### config.mk
export PLATFORM = sky130hd
export DESIGN_NAME = updown_counter_169
export DESIGN_NICKNAME = d
export VERILOG_FILES = /design/src/rtl/updown_counter_169.sv
export SDC_FILE = /design/constraint.sdc
export NUM_CORES = 1
export LEC_CHECK = 0
export ABC_AREA = 1
export BUFFER_PORTS_ARGS = -buffer_cell sky130_fd_sc_hd__buf_2
export CAP_MARGIN = 20
export CORE_AREA = 2 2 39 41
export DETAILED_ROUTE_END_ITERATION = 8
export DIE_AREA = 0 0 41 43
export SETUP_SLACK_MARGIN = 0.4
export SYNTH_ARGS = -nofsm -noshare
export SYNTH_HDL_FRONTEND = slang
export SYNTH_SLANG_ARGS = --single-unit
### constraint.sdc
create_clock -name clk -period 1.7 [get_ports clk]
set_clock_uncertainty 0.15 [all_clocks]
set_input_delay 0.34 -clock clk [delete_from_list [all_inputs] [get_ports clk]]
set_output_delay 0.34 -clock clk [all_outputs]
set_load 0.03 [all_outputs]
### src/rtl/updown_counter_169.sv
// Presettable binary up/down counter in the style of the 74xx169.
// The counter is built from cascaded 4-bit stages with a ripple enable.
// Each stage steps only when every stage below it sits at its terminal
// nibble for the current direction, so the cascade behaves exactly like a
// plain W-bit add/subtract.

// One 4-bit stage of the cascade.
module updown_counter_169_stage (
  input  logic       clk,
  input  logic       mrn,
  input  logic       step,
  input  logic       ud,
  input  logic       pen,
  input  logic [3:0] d,
  output logic [3:0] q,
  output logic       term
);

  logic [3:0] q_r;

  // A nibble is terminal at F when counting up and at 0 when counting down.
  function automatic logic nibble_term(input logic [3:0] value, input logic up);
    logic result;
    if (up) begin
      result = (value == 4'hF);
    end else begin
      result = (value == 4'h0);
    end
    return result;
  endfunction

  // Nibble register: a load wins over a step; step already folds in the enables and the ripple.
  always_ff @(posedge clk or negedge mrn) begin
    if (!mrn) begin
      q_r <= 4'h0;
    end else if (!pen) begin
      q_r <= d;
    end else if (step) begin
      if (ud) begin
        q_r <= q_r + 4'h1;
      end else begin
        q_r <= q_r - 4'h1;
      end
    end else begin
      q_r <= q_r;
    end
  end

  assign q    = q_r;
  assign term = nibble_term(q_r, ud);

endmodule

// Top level: chains STAGES nibble stages and forms the direction-aware tc.
module updown_counter_169 #(
  parameter int STAGES = 1
) (
  input  logic                  clk,
  input  logic                  mrn,
  input  logic                  cep,
  input  logic                  cet,
  input  logic                  ud,
  input  logic                  pen,
  input  logic [4*STAGES-1:0]   d,
  output logic [4*STAGES-1:0]   q,
  output logic                  tc
);

  // ripple_s[i] is the step enable for stage i; ripple_s[STAGES] means all stages are terminal.
  logic [STAGES:0]   ripple_s;
  logic [STAGES-1:0] term_s;
  logic [STAGES:0]   all_term_s;

  assign ripple_s[0]   = cep & cet;
  assign all_term_s[0] = 1'b1;

  for (genvar i = 0; i < STAGES; i++) begin : g_stage
    updown_counter_169_stage u_stage (
      .clk  (clk),
      .mrn  (mrn),
      .step (ripple_s[i]),
      .ud   (ud),
      .pen  (pen),
      .d    (d[4*i+3:4*i]),
      .q    (q[4*i+3:4*i]),
      .term (term_s[i])
    );
    assign ripple_s[i+1]   = ripple_s[i] & term_s[i];
    assign all_term_s[i+1] = all_term_s[i] & term_s[i];
  end

  // tc is combinational and independent of cep and pen, so it is built from cet and the stage terms only.
  assign tc = cet & all_term_s[STAGES];

endmodule

* Yosys cells after proc, flatten, opt, wreduce, memory -nomap -nowiden *
Index checks and enable logic that the tools add are counted.

storage, ports and cells
  output and inout bits = 5
  register bits = 4
  input bits = 10
  logic and storage cells = 12

operators by class
  muxes and demuxes = 4
  bitwise gates (word level) = 2
  equal/unequal tests = 2
  $add $sub $neg = 2
  reductions and logical operators = 1

operator list
  kind                 count
  $mux 4               3
  $add 4x1->4 const B  1
  $eq 4x4->1 const B   1
  $logic_not 4->1      1
  $sub 4x1->4 const B  1
  $and 1x1->1          2
  $ne 2x1->1 const B   1
  $mux 1               1

* Logic depth before layout (Yosys ltp) *
  word-level depth = 4
  gate-level depth with buffers = 8
  mapped depth without buffers = 8

* Cells and area by module *
A second synthesis with hierarchy kept.

unflattened totals
  cell total of the unflattened synthesis = 53
  area, all modules = 347.8 um2

by module, submodules not included
  module                    seq. area each (um2)  instances  cells an instance  area an instance (um2)
  updown_counter_169_stage  100.1                 1          49                 332.8
  updown_counter_169        0.0                   1          4                  15.0

* Least setup slack after synthesis *
No wires, ideal clock.

  kind = flip-flop to output port
  start point = reg g_stage[0].u_stage.q_r[0]
  end point = out tc
  path buffers = 0
  cell stages (with the launch flop) = 5
  arrival time = 1.281 ns
  required time = 1.210 ns
  path slack = -0.071 ns
  cells stage by stage = dfrtp_1 inv_1 o21ai_1 nand2_1 nor2_1

between the ends
  cells in the longest elaborated chain, start to end = 3
  elaborated cells between the ends (all ways) = 4
  classes of those cells = eq/ne: 1; mux: 1; bitwise: 1; reduce/logical: 1

RTL lines
  what                                                  RTL line  RTL
  from (decl)                                           19        logic [3:0] q_r;
  from (signal assigned)                                40        q_r <= q_r + 4'h1;
  from (signal assigned)                                42        q_r <= q_r - 4'h1;
  from (signal assigned)                                45        q_r <= q_r;
  $eq 4x4->1 / $logic_not 4->1 (equally long branches)  25, 27
  $mux 1 (*)                                            24        if (up) begin
  $and 1x1->1 (*)                                       93        assign tc = cet & all_term_s[STAGES];
  to (decl)                                             66        output logic tc

Every way passes the cells marked *; elsewhere a longest branch is shown, timed or not.

* Worst setup path after layout *
  start point = reg g_stage[0].u_stage.q_r[0]
  end point = out q[0]

RTL lines
  what       RTL line  RTL
  to (decl)  65        output logic [4*STAGES-1:0] q,

No word-level cell between the ends.

==> results.json <==
{
  "status": "completed",
  "finalCriticalPeriod_ns": 1.65,
  "largest_register_ffs": 4,
  "clk_pin_slew_worst_paths_ns": 0.04,
  "die_w_microns": 41,
  "worstSetupPathType": "reg -> out",
  "grt.total_usage_pct": 15.4,
  "initialDrtViolationCount": 3,
  "rsz0062_at_grt": "yes",
  "dpl.hpwl_microns": 712,
  "netlist_area_sq_um": 350,
  "drc_errors": 0,
  "worstHoldPathType": "in -> reg",
  "n_antenna_cell": 0,
  "crit_fanout": 4,
  "final-max-slew-violation-count": 0,
  "critPathArrivalTime_ns": 1.16,
  "fin_nets": 94,
  "ys_warn_count": 0,
  "fmax_mhz": 606,
  "worstMarginPinSlew_ns": 0.174,
  "use_met1_pct": 16.8,
  "fillCellCount": 140,
  "powerDensity_nw_per_um2": 904,
  "relSlewSlack_pct": 88.4,
  "grt_use_met3_pct": 9.42,
  "syn_inst": 53,
  "area_growth_pct": 73.2,
  "setup_viol": 0,
  "top_usage_layer": "met2",
  "start_util_pct": 25.3,
  "drt-total-wl_mm": 1.01,
  "worstSkewPairLatency_ns": 0.25,
  "synth_cell_types": 16,
  "period_share_pct": 97.1,
  "num_vias": 427,
  "syn_nets": 66,
  "clockBufferDepth": 2,
  "fp.dieArea_sq_um": 1760,
  "cts_buffers": 3,
  "place_congestion": 0.804,
  "ant_nets": 0,
  "grt_pass1_vias": 415,
  "drv_cap": 0,
  "cts.sinks": 4,
  "dieHeight_microns": 43,
  "worstSetupEndpointType": "output port",
  "drive_gt1_share_pct": 49.4,
  "post-route-util_pct": 43.9,
  "coreArea_sq_um": 1380,
  "antenna_found_initial": 0,
  "seq_area_frac_synth_pct": 28.6,
  "layout_commonest_cell": "nand2_1",
  "use_met2_pct": 22.2,
  "syn_area_per_cell_sq_um": 6.61,
  "via_per_inst": 4.49,
  "setup_ws_ns": 0.0492,
  "synth_seq_cells": 4,
  "grt_overflow": 0,
  "cts-root-buf": "clkbuf_4",
  "crit_required_ns": 1.21,
  "vdd_drop_max_uv": 393,
  "io_buffers": 14,
  "cts_tree": "done",
  "rr_worst_depth": 4,
  "post-place-ws_ns": 0.136,
  "num_rows": 14,
  "power.leakage_nw": 0.307,
  "grt_pass1_wl_mm": 1.69,
  "wl_per_cell_microns": 10.6,
  "io_pins": 15,
  "detail_route.first_pass.iterations": 4,
  "fin_tns_setup_ns": 0,
  "hold_viol": 0,
  "start_kind": "flop",
  "layout_common_cells": "17 x nand2_1, 9 x buf_2, 8 x buf_6",
  "holdPathStages": 3,
  "grt_max_degree": 7,
  "cts_max_level": 1
}
[timing repair]
item	4_1_cts	5_1_grt
resized for setup	13	2
pin swaps	3	3
hold buffers	1	0
setup endpoints to repair	8	8
endpoints found under the hold margin	4	0
buffers inserted	7	1
[synthesized netlist by cell type]
cell | number | area [sq um]
a21oi_1 | 2 | 10.0
fa_1 | 1 | 20.0
nand2_2 | 2 | 12.5
nand3_1 | 3 | 15.0
nand2_1 | 17 | 63.8
nor2_2 | 1 | 6.26
inv_2 | 2 | 7.51
nor2_1 | 6 | 22.5
o21ai_1 | 4 | 20.0
inv_1 | 5 | 18.8
dfrtp_1 | 4 | 100
xor2_1 | 1 | 8.76
or2_0 | 1 | 6.26
ha_1 | 2 | 25.0
a31oi_1 | 1 | 6.26
o211ai_1 | 1 | 7.51
[power by group]
group,switching (mW),internal (mW)
registers,0.0179,0.114
logic,0.148,0.141
clock network,0.0483,0.0796
total,0.214,0.335
[kinds of logic after synthesis]
| group | synth area share (%) |
|---|---|
| AO/OA/AOI/OAI | 12.5 |
| XOR/XNOR | 2.50 |
| adder cells (fa/ha/maj) | 12.9 |
| AND/OR/NAND/NOR | 36.1 |
| buffers and inverters | 7.50 |
| flip-flops | 28.6 |
[worst max-delay path: stages (launching register included)]
cell	delay, ns
dfrtp_2	0.43
buf_4	0.14
buf_6	0.10
buf_6	0.11
buf_6	0.13
[through the flow]
step	std cells	hold slack (ns)	power, mW	instance area (sq um)
global route	95	0.206	0.592	607
CTS	94	0.198	0.544	592
floorplan	53	-0.106	0.279	378
finish	95	0.190	0.549	607
global placement	83	0.00212	0.339	468
detailed placement	83	0.00270	0.342	468
[routing by layer]
| metal | vias up | wire length (microns) |
|---|---|---|
| li1 | 224 | - |
| met1 | 189 | 418 |
| met2 | 8 | 513 |
| met3 | 6 | 51 |
| met4 | 0 | 22 |
| met5 | - | 0 |
[worst paths after layout]
check                                                    start                                  end  slack (ns)
max                        g_stage[0].u_stage.q[0]$_DFFE_PN0P_                                 q[0]        0.05
min                                                       d[0]  g_stage[0].u_stage.q[0]$_DFFE_PN0P_        0.19
max reg2reg                g_stage[0].u_stage.q[1]$_DFFE_PN0P_  g_stage[0].u_stage.q[1]$_DFFE_PN0P_        0.16
min reg2reg                g_stage[0].u_stage.q[0]$_DFFE_PN0P_  g_stage[0].u_stage.q[0]$_DFFE_PN0P_        0.49
max in group asynchronous                                  mrn  g_stage[0].u_stage.q[2]$_DFFE_PN0P_        0.98
min in group asynchronous                                  mrn  g_stage[0].u_stage.q[0]$_DFFE_PN0P_        0.27
[layout make-up]
class / count / area (sq um) / area share [%]
inverter: 7 / 26.3 / 4.33
timing repair buffer: 23 / 183 / 30.1
tap: 16 / 20.0 / 3.30
sequential: 4 / 105 / 17.3
multi-input combinational: 42 / 250 / 41.2
clock buffer: 3 / 22.5 / 3.71
Note: power is estimated with default switching activity, not from simulation.
